File: src/rtl/cpu_pkg.sv
// Shared CPU definitions used by the interrupt controller.
//   RET_OPCODE  : opcode that ends an interrupt service routine
//   ISR_VECTOR  : PC value the jump control block loads on an interrupt grant
//   irq_state_e : interrupt handshake FSM states (2-bit binary encoding)
package cpu_pkg;

    localparam logic [5:0]  RET_OPCODE = 6'b010000;
    localparam logic [15:0] ISR_VECTOR = 16'hF000;

    typedef enum logic [1:0] {
        StIdle    = 2'd0,
        StGrant   = 2'd1,
        StService = 2'd2,
        StDone    = 2'd3
    } irq_state_e;

endpackage

File: src/rtl/irq_priority_encoder.sv
// Fixed-priority encoder: the lowest-index asserted request wins.
// Ports:
//   req_i    : request vector
//   valid_o  : at least one request asserted
//   idx_o    : index of the winning request (0 when none)
//   onehot_o : one-hot mask of the winning request (0 when none)
module irq_priority_encoder #(
    parameter int unsigned NUM_SRC = 4,
    parameter int unsigned ID_W    = 2
) (
    input  logic [NUM_SRC-1:0] req_i,
    output logic               valid_o,
    output logic [ID_W-1:0]    idx_o,
    output logic [NUM_SRC-1:0] onehot_o
);

    // Scan from the top down so the lowest asserted index is the last write.
    always_comb begin
        valid_o  = 1'b0;
        idx_o    = '0;
        onehot_o = '0;
        for (int i = int'(NUM_SRC) - 1; i >= 0; i--) begin
            if (req_i[i]) begin
                valid_o     = 1'b1;
                idx_o       = ID_W'(i);
                onehot_o    = '0;
                onehot_o[i] = 1'b1;
            end
        end
    end

endmodule

File: src/rtl/interrupt_controller.sv
// Initiator side of the CPU interrupt handshake. Rising edges on irq_src are
// latched as pending; the highest-priority unmasked pending source is granted
// as a one-cycle 'interrupt' pulse to the jump control block (PC -> ISR_VECTOR).
// No further grants until the ISR's return opcode is seen. Single level only.
// Ports:
//   clk        : system clock, rising edge
//   reset      : asynchronous, active-low reset
//   irq_src    : request lines; a rising edge raises a request
//   irq_mask   : 1 = source masked (still latched as pending, never granted)
//   irq_en     : global enable; 0 blocks new grants only
//   op         : opcode of the currently executing instruction
//   interrupt  : one-cycle grant pulse (registered)
//   irq_id     : index of the source in service, held until the next grant
//   in_service : high from the grant cycle through the ret cycle
//   pending    : latched, not-yet-granted requests
module interrupt_controller #(
    parameter int unsigned NUM_SRC    = 4,
    parameter int unsigned ID_W       = 2,
    parameter logic [5:0]  RET_OPCODE = cpu_pkg::RET_OPCODE
) (
    input  logic               clk,
    input  logic               reset,
    input  logic [NUM_SRC-1:0] irq_src,
    input  logic [NUM_SRC-1:0] irq_mask,
    input  logic               irq_en,
    input  logic [5:0]         op,
    output logic               interrupt,
    output logic [ID_W-1:0]    irq_id,
    output logic               in_service,
    output logic [NUM_SRC-1:0] pending
);

    import cpu_pkg::*;

    irq_state_e         state_q, state_d;
    logic [NUM_SRC-1:0] src_q;
    logic [NUM_SRC-1:0] pending_q, pending_d;
    logic [ID_W-1:0]    irq_id_q, irq_id_d;
    logic               interrupt_q;
    logic               in_service_q;

    logic [NUM_SRC-1:0] rise;
    logic [NUM_SRC-1:0] elig;
    logic [NUM_SRC-1:0] win_oh;
    logic [NUM_SRC-1:0] grant_oh;
    logic [ID_W-1:0]    win_id;
    logic               win_valid;

    assign rise = irq_src & ~src_q;
    assign elig = pending_q & ~irq_mask & {NUM_SRC{irq_en}};

    irq_priority_encoder #(
        .NUM_SRC (NUM_SRC),
        .ID_W    (ID_W)
    ) u_prio (
        .req_i    (elig),
        .valid_o  (win_valid),
        .idx_o    (win_id),
        .onehot_o (win_oh)
    );

    always_comb begin
        state_d  = state_q;
        irq_id_d = irq_id_q;
        grant_oh = '0;
        unique case (state_q)
            StIdle: begin
                if (win_valid) begin
                    state_d  = StGrant;
                    irq_id_d = win_id;
                    grant_oh = win_oh;
                end
            end
            StGrant:   state_d = StService;
            // Return opcode during the grant cycle itself is not the ISR's ret.
            StService: if (op == RET_OPCODE) state_d = StDone;
            StDone:    state_d = StIdle;
            default:   state_d = StIdle;
        endcase
        // A new rise on the granted source wins over the clear.
        pending_d = (pending_q & ~grant_oh) | rise;
    end

    always_ff @(posedge clk or negedge reset) begin
        if (!reset) begin
            state_q      <= StIdle;
            src_q        <= '0;
            pending_q    <= '0;
            irq_id_q     <= '0;
            interrupt_q  <= 1'b0;
            in_service_q <= 1'b0;
        end else begin
            state_q      <= state_d;
            src_q        <= irq_src;
            pending_q    <= pending_d;
            irq_id_q     <= irq_id_d;
            interrupt_q  <= (state_d == StGrant);
            in_service_q <= (state_d == StGrant) || (state_d == StService);
        end
    end

    assign interrupt  = interrupt_q;
    assign irq_id     = irq_id_q;
    assign in_service = in_service_q;
    assign pending    = pending_q;

endmodule

File: config.mk
export PLATFORM = sky130hd
export DESIGN_NAME = interrupt_controller
export DESIGN_NICKNAME = d
export VERILOG_FILES = /design/src/rtl/cpu_pkg.sv /design/src/rtl/irq_priority_encoder.sv /design/src/rtl/interrupt_controller.sv
export SDC_FILE = /design/constraint.sdc
export NUM_CORES = 1
export LEC_CHECK = 0
export ABC_AREA = 1
export CELL_PAD_IN_SITES_DETAIL_PLACEMENT = 1
export CELL_PAD_IN_SITES_GLOBAL_PLACEMENT = 1
export CORE_MARGIN = 2
export CORE_UTILIZATION = 32
export DETAILED_ROUTE_END_ITERATION = 8
export GPL_TIMING_DRIVEN = 0
export PLACE_DENSITY = 0.9
export SLEW_MARGIN = 20
export SYNTH_ARGS = -nofsm -noshare
export SYNTH_HDL_FRONTEND = slang
export SYNTH_SLANG_ARGS = --single-unit
export TNS_END_PERCENT = 100
File: constraint.sdc
create_clock -name clk -period 4 [get_ports clk]
set_clock_uncertainty 0.2 [all_clocks]
set_input_delay 0.6 -clock clk [delete_from_list [all_inputs] [get_ports clk]]
set_output_delay 0.6 -clock clk [all_outputs]
set_load 0.01 [all_outputs]
==> flow_metrics.env, run 1 <==
export IMPL_slew_headroom_pct=58.5
export IMPL_routed_via_density=4.51
export IMPL_hold_buffers=0
export IMPL_die_w_um=50.2
export IMPL_drv_cap=0
export IMPL_fillers=238
export IMPL_nets=129
export IMPL_multi_input_area_um2=262
export IMPL_gr_usage_all_layers_pct=15.1
export IMPL_cp_start_kind="flip-flop"
export IMPL_critPathSlowestCell="clkdlybuf4s50_1"
export IMPL_synth_nets=101
export IMPL_yosys_warnings=0
export IMPL_hold_viol_final=0
export IMPL_die_height_um=50.2
export IMPL_first_pass_iters=4
export IMPL_seqCellArea_um2=350
export IMPL_finalCritPeriodShare_pct=52.1
export IMPL_preCtsSetupSlack_ns=1.67
export IMPL_yosys_area_share_xor_xnor_pct=0
export IMPL_fin_tns_setup_ns=0
export IMPL_vdd_ir_drop_worst_mv=0.304
export IMPL_cts_root_buf="clkbuf_4"
export IMPL_final_area_um2=983
export IMPL_ant_nets=0
export IMPL_critPathBufInv=1
export IMPL_netlist_instances=81
export IMPL_placedInstanceArea_um2=947
export IMPL_clock_latency_ns=0.28
export IMPL_worstPathMaxFanout=4
export IMPL_cts_resized=0
export IMPL_drtIter0Drc=5
export IMPL_yosysSeqAreaShare_pct=51.3
export IMPL_crit_chain="clkdlybuf4s50_1"
export IMPL_critical_path_required_ns=3.20
export IMPL_p_leak_nw=0.499
export IMPL_synth_avg_cell_area_um2=8.43
export IMPL_synth_cell_types=15
export IMPL_fp_row_count=16
export IMPL_path_clk_slew_ns=0.09
export IMPL_dp_hpwl_um=1290
export IMPL_cpPeakStageDelay_ns=0.57
export IMPL_clockBufferDepth=2
export IMPL_postCtsSetupBuffers=0
export IMPL_ff2ff_path_depth=7
export IMPL_endpoint_kind="output pin"
export IMPL_setup_viol=0
export IMPL_criticalPathCategory="flip-flop to output pin"
export IMPL_dieArea_um2=2520
export IMPL_gr_total_overflow=0
export IMPL_wl_um=1600
export IMPL_design_core_area_um2=1980
export IMPL_final_min_clock_period_ns=2.08
export IMPL_cts_htree_levels=1
export IMPL_whs_ns=0.213
export IMPL_start_util_pct=34.5
export IMPL_ios=25
export IMPL_setup_ws_ns=1.92
export IMPL_rsz0062_at_grt="false"
export IMPL_arrival_ns=1.28
export IMPL_yosys_area_share_simple_pct=27.7
export IMPL_grt_pass1_vias=667
export IMPL_synth_area_mux_share_pct=0
export IMPL_diodes=0
export IMPL_whs_path_depth=1
export IMPL_synthToLayoutAreaGrowth_pct=44.0
export IMPL_synth_compound_area_share_pct=5.13
export IMPL_synth_top_family_by_area="simple AND/OR/NAND/NOR gates"
export IMPL_drc=0
export IMPL_cts_made_buffers=3
export IMPL_numPortBuffers=23
export IMPL_avgRoutedWirePerCell_um=11.9
export IMPL_cts_tree="done"
export IMPL_critical_path_top_delay_family="buffers and inverters"
export IMPL_syn_cell_area_um2=683
export IMPL_synthAdderAreaFrac_pct=5.49
export IMPL_synth_seq_cells=14
export IMPL_cellPowerDensity_nw_per_um2=566
export IMPL_vias=609
export IMPL_tightest_slew_ns=0.621
export IMPL_status="finished, final reports clean"
export IMPL_grt_pass1_wl_um=2860
export IMPL_drive_above_1_share_pct=12.0
export IMPL_grt_start_max_net_pins=15
export IMPL_cp_depth=1
export IMPL_cts_sinks=14
export IMPL_report_final_slew_viol_count=0
export IMPL_place_congestion=0.737
export IMPL_hold_class="flip-flop to flip-flop"
export IMPL_fmax_ghz=0.480
export IMPL_antenna_found_initial=0
sequential cells by signal (all words and copies together) (netlist names):
name	cells
interrupt	1
state_q	2
pending	4
src_q	4
in_service	1
irq_id	2
per-layer routing:
| metal | vias up | global-route usage [%] | part of all wire (%) |
|---|---|---|---|
| li1 | 301 | - | - |
| met1 | 284 | 17.8 | 41 |
| met2 | 22 | 26.8 | 54 |
| met3 | 2 | 3.27 | 4.4 |
| met4 | 0 | 5.56 | 0.87 |
| met5 | - | 0 | 0 |
area by class of cell:
cell class / count / share of cell area [%]
Sequential cell: 14 / 35.6
Inverter: 16 / 6.11
Multi-Input combinational cell: 50 / 26.6
Timing Repair Buffer: 23 / 23.4
Buffer: 1 / 1.15
Clock buffer: 4 / 3.69
Tap cell: 27 / 3.44
synthesized netlist by cell type (all sizes together):
cell | instances | area share (%)
a21oi | 1 | 0.73
buf | 1 | 1.6
dfrtp | 14 | 51
ha | 3 | 5.5
inv | 16 | 8.8
nand2 | 22 | 13
nand3 | 7 | 6.6
nand4 | 1 | 0.92
nor2 | 10 | 7.3
o21ai | 6 | 4.4
where the power goes:
part           internal (W)  switching (W)
sequential         0.000185      0.0000278
clock             0.0000554      0.0000475
combinational      0.000117       0.000125
total              0.000357       0.000200
path summary, 6_finish.rpt:
check / from / end / slack (ns)
worst max register to register: state_q[0] / in_service / 2.30
worst min register to register: src_q[2] / pending[2] / 0.21
min in group asynchronous: reset / src_q[0] / 0.50
worst max-delay path: pending[0] / pending[0] / 1.92
max in group asynchronous: reset / irq_id[0] / 2.70
worst min-delay path: src_q[2] / pending[2] / 0.21
cell families (layout without fill, tap and decap cells):
| family | after synthesis | after routing |
|---|---|---|
| and+or+nand+nor | 40 | 40 |
| adders and majority gates | 3 | 3 |
| DFF | 14 | 14 |
| buffers and inverters | 17 | 44 |
| AOI/OAI and AO/OA | 7 | 7 |
cells in the final DEF, fill, tap and decap left out:
master and n:
a21oi_1 1, buf_6 1, clkbuf_4 3, clkbuf_8 1
clkdlybuf4s50_1 23, dfrtp_1 14, ha_1 3, inv_1 15
inv_2 1, nand2_1 20, nand2_2 2, nand3_1 5
nand3_2 2, nand4_1 1, nor2_1 7, nor2_2 2
nor2_4 1, o21ai_1 6
through the flow:
stage          instances  util, %  total power (W)
6_report             135     49.6         0.000557
5_1_grt              135     49.6         0.000608
4_1_cts              135     49.6         0.000569
3_5_place_dp         131     47.8         0.000459
3_3_place_gp         131     47.8         0.000439
2_1_floorplan         81        -         0.000340
No activity file was read; power rests on OpenSTA's default activity.
==> run 2, diff against run 1 <==
CORE_UTILIZATION = 30   (was 32)
PLACE_DENSITY = 0.86   (was 0.9)
clock period = 2.05 ns   (was 4 ns; I/O delays follow)
==> flow_metrics.env, run 2 (synthesis results as in run 1) <==
export IMPL_wl_um=1560
export IMPL_dp_hpwl_um=1260
export IMPL_die_height_um=51.7
export IMPL_fin_cells=136
export IMPL_r2r_start="state_q[0]"
export IMPL_cts_tree="done"
export IMPL_avgRoutedWirePerCell_um=11.5
export IMPL_critical_path_required_ns=1.54
export IMPL_critical_path_top_delay_family="buffers and inverters"
export IMPL_fillers=277
export IMPL_clkPwrFrac_pct=19.1
export IMPL_clock_latency_ns=0.29
export IMPL_drc=0
export IMPL_power_w=0.00108
export IMPL_synthToLayoutAreaGrowth_pct=44.1
export IMPL_cts_resized=0
export IMPL_die_w_um=51.7
export IMPL_whs_ns=0.190
export IMPL_fp_row_count=17
export IMPL_grt_start_max_net_pins=15
export IMPL_clockBufferDepth=2
export IMPL_cpPeakStageDelay_ns=0.56
export IMPL_dieArea_um2=2670
export IMPL_drv_cap=0
export IMPL_drive_above_1_share_pct=12.0
export IMPL_power_frac_comb_pct=42.7
export IMPL_tightest_slew_ns=0.638
export IMPL_gr_total_overflow=0
export IMPL_routed_via_density=4.42
export IMPL_cp_depth=1
export IMPL_status="finished, final reports clean"
export IMPL_hold_viol_final=0
export IMPL_hold_class="input port to flip-flop"
export IMPL_cts_root_buf="clkbuf_4"
export IMPL_endpoint_kind="output pin"
export IMPL_final_common_cell="clkdlybuf4s50_1"
export IMPL_path_clk_slew_ns=0.09
export IMPL_slew_headroom_pct=57.4
export IMPL_cellPowerDensity_nw_per_um2=1100
export IMPL_preCtsSetupSlack_ns=-0.000343
export IMPL_critPathSlowestCell="clkdlybuf4s50_1"
export IMPL_ff2ff_setup_slack_ns=0.36
export IMPL_hold_buffers=0
export IMPL_cp_start_kind="flip-flop"
export IMPL_start_util_pct=31.2
export IMPL_final_core_utilization_pct=44.9
export IMPL_grt_pass1_wl_um=2680
export IMPL_swShare_pct=35.8
export IMPL_rsz0062_at_grt="false"
export IMPL_cts_made_buffers=3
export IMPL_drtIter0Drc=1
export IMPL_final_min_clock_period_ns=1.79
export IMPL_internal_power_w=0.000695
export IMPL_numPortBuffers=23
export IMPL_place_inst=132
export IMPL_cts_sinks=14
export IMPL_pwr_share_seq_pct=38.2
export IMPL_seqCellArea_um2=350
export IMPL_criticalPathCategory="flip-flop to output pin"
export IMPL_finalCritPeriodShare_pct=87.3
export IMPL_most_common_layout_cells="clkdlybuf4s50_1, nand2_1, inv_1"
export IMPL_nets=129
export IMPL_vias=601
export IMPL_p_leak_nw=0.499
export IMPL_multi_input_area_um2=262
export IMPL_arrival_ns=1.28
export IMPL_setup_ws_ns=0.260
export IMPL_postCtsSetupBuffers=0
export IMPL_fmax_ghz=0.559
export IMPL_report_final_slew_viol_count=0
export IMPL_power_switching_w=0.000387
export IMPL_crit_path_end="pending[0]"
export IMPL_crit_chain="clkdlybuf4s50_1"
export IMPL_antenna_found_initial=0
export IMPL_vdd_ir_drop_worst_mv=0.599
export IMPL_cts_htree_levels=1
export IMPL_first_pass_iters=2
export IMPL_grt_pass1_vias=627
export IMPL_place_congestion=0.775
export IMPL_diodes=0
export IMPL_ff2ff_path_depth=7
export IMPL_design_core_area_um2=2190
export IMPL_gr_usage_all_layers_pct=14.0
export IMPL_ant_nets=0
export IMPL_worstPathMaxFanout=4
export IMPL_cp_startpoint="pending[0]"
export IMPL_ios=25
export IMPL_r2r_end="in_service"
export IMPL_setup_viol=0
export IMPL_critPathBufInv=1
[run 2: cell counts in the layout (fill, tap and decap cells not counted)]
No cell type changed its count.
[run 2: worst register-to-register path, stage by stage (launching register included)]
cell     delay, ns
dfrtp_1       0.37
inv_1         0.11
ha_1          0.30
inv_1         0.11
nand3_1       0.10
nand2_1       0.09
ha_1          0.29
inv_1         0.03
[run 2: final cells by class]
| cell class | count | share of cell area (%) |
|---|---|---|
| clock buffer | 4 | 3.68 |
| multi-input combinational | 50 | 26.6 |
| buffer | 1 | 1.14 |
| inverter | 16 | 6.10 |
| sequential | 14 | 35.6 |
| timing repair buffer | 23 | 23.4 |
| tap | 28 | 3.56 |
[run 2: power groups by stage]
stage	combinational, W	clock [W]	sequential [W]
final	0.000462	0.000207	0.000413
after global routing	0.000528	0.000225	0.000426
after CTS	0.000474	0.000213	0.000415
after detailed placement	0.000469	0	0.000420
after global placement	0.000442	0	0.000414
after floorplan	0.000224	0	0.000439
[run 2: layer usage]
metal / vias up / track usage [%] / share of wire [%]
met4: 0 / 6.58 / 1.2
met3: 4 / 3.45 / 3.4
li1: 299 / - / -
met2: 12 / 23.9 / 54
met1: 286 / 16.2 / 41
met5: - / 0 / 0
[run 2: metrics by stage]
| step | setup TNS, ns | area, um^2 |
|---|---|---|
| after CTS | 0 | 985 |
| after global routing | 0 | 985 |
| final | 0 | 985 |
| after global placement | 0 | 948 |
| after detailed placement | -0.000343 | 948 |
| after floorplan | 0 | 683 |
[run 2: worst min-delay path by stage]
stage	startpoint	to	slack [ns]	cells past startpoint
final	irq_en	pending[2]	0.19	4
after global routing	irq_en	pending[2]	0.22	4
after CTS	irq_en	pending[2]	0.18	4
after detailed placement	src_q[0]	pending[0]	0.21	1
after global placement	src_q[0]	pending[0]	0.20	1
after floorplan	reset	in_service	-0.19	0
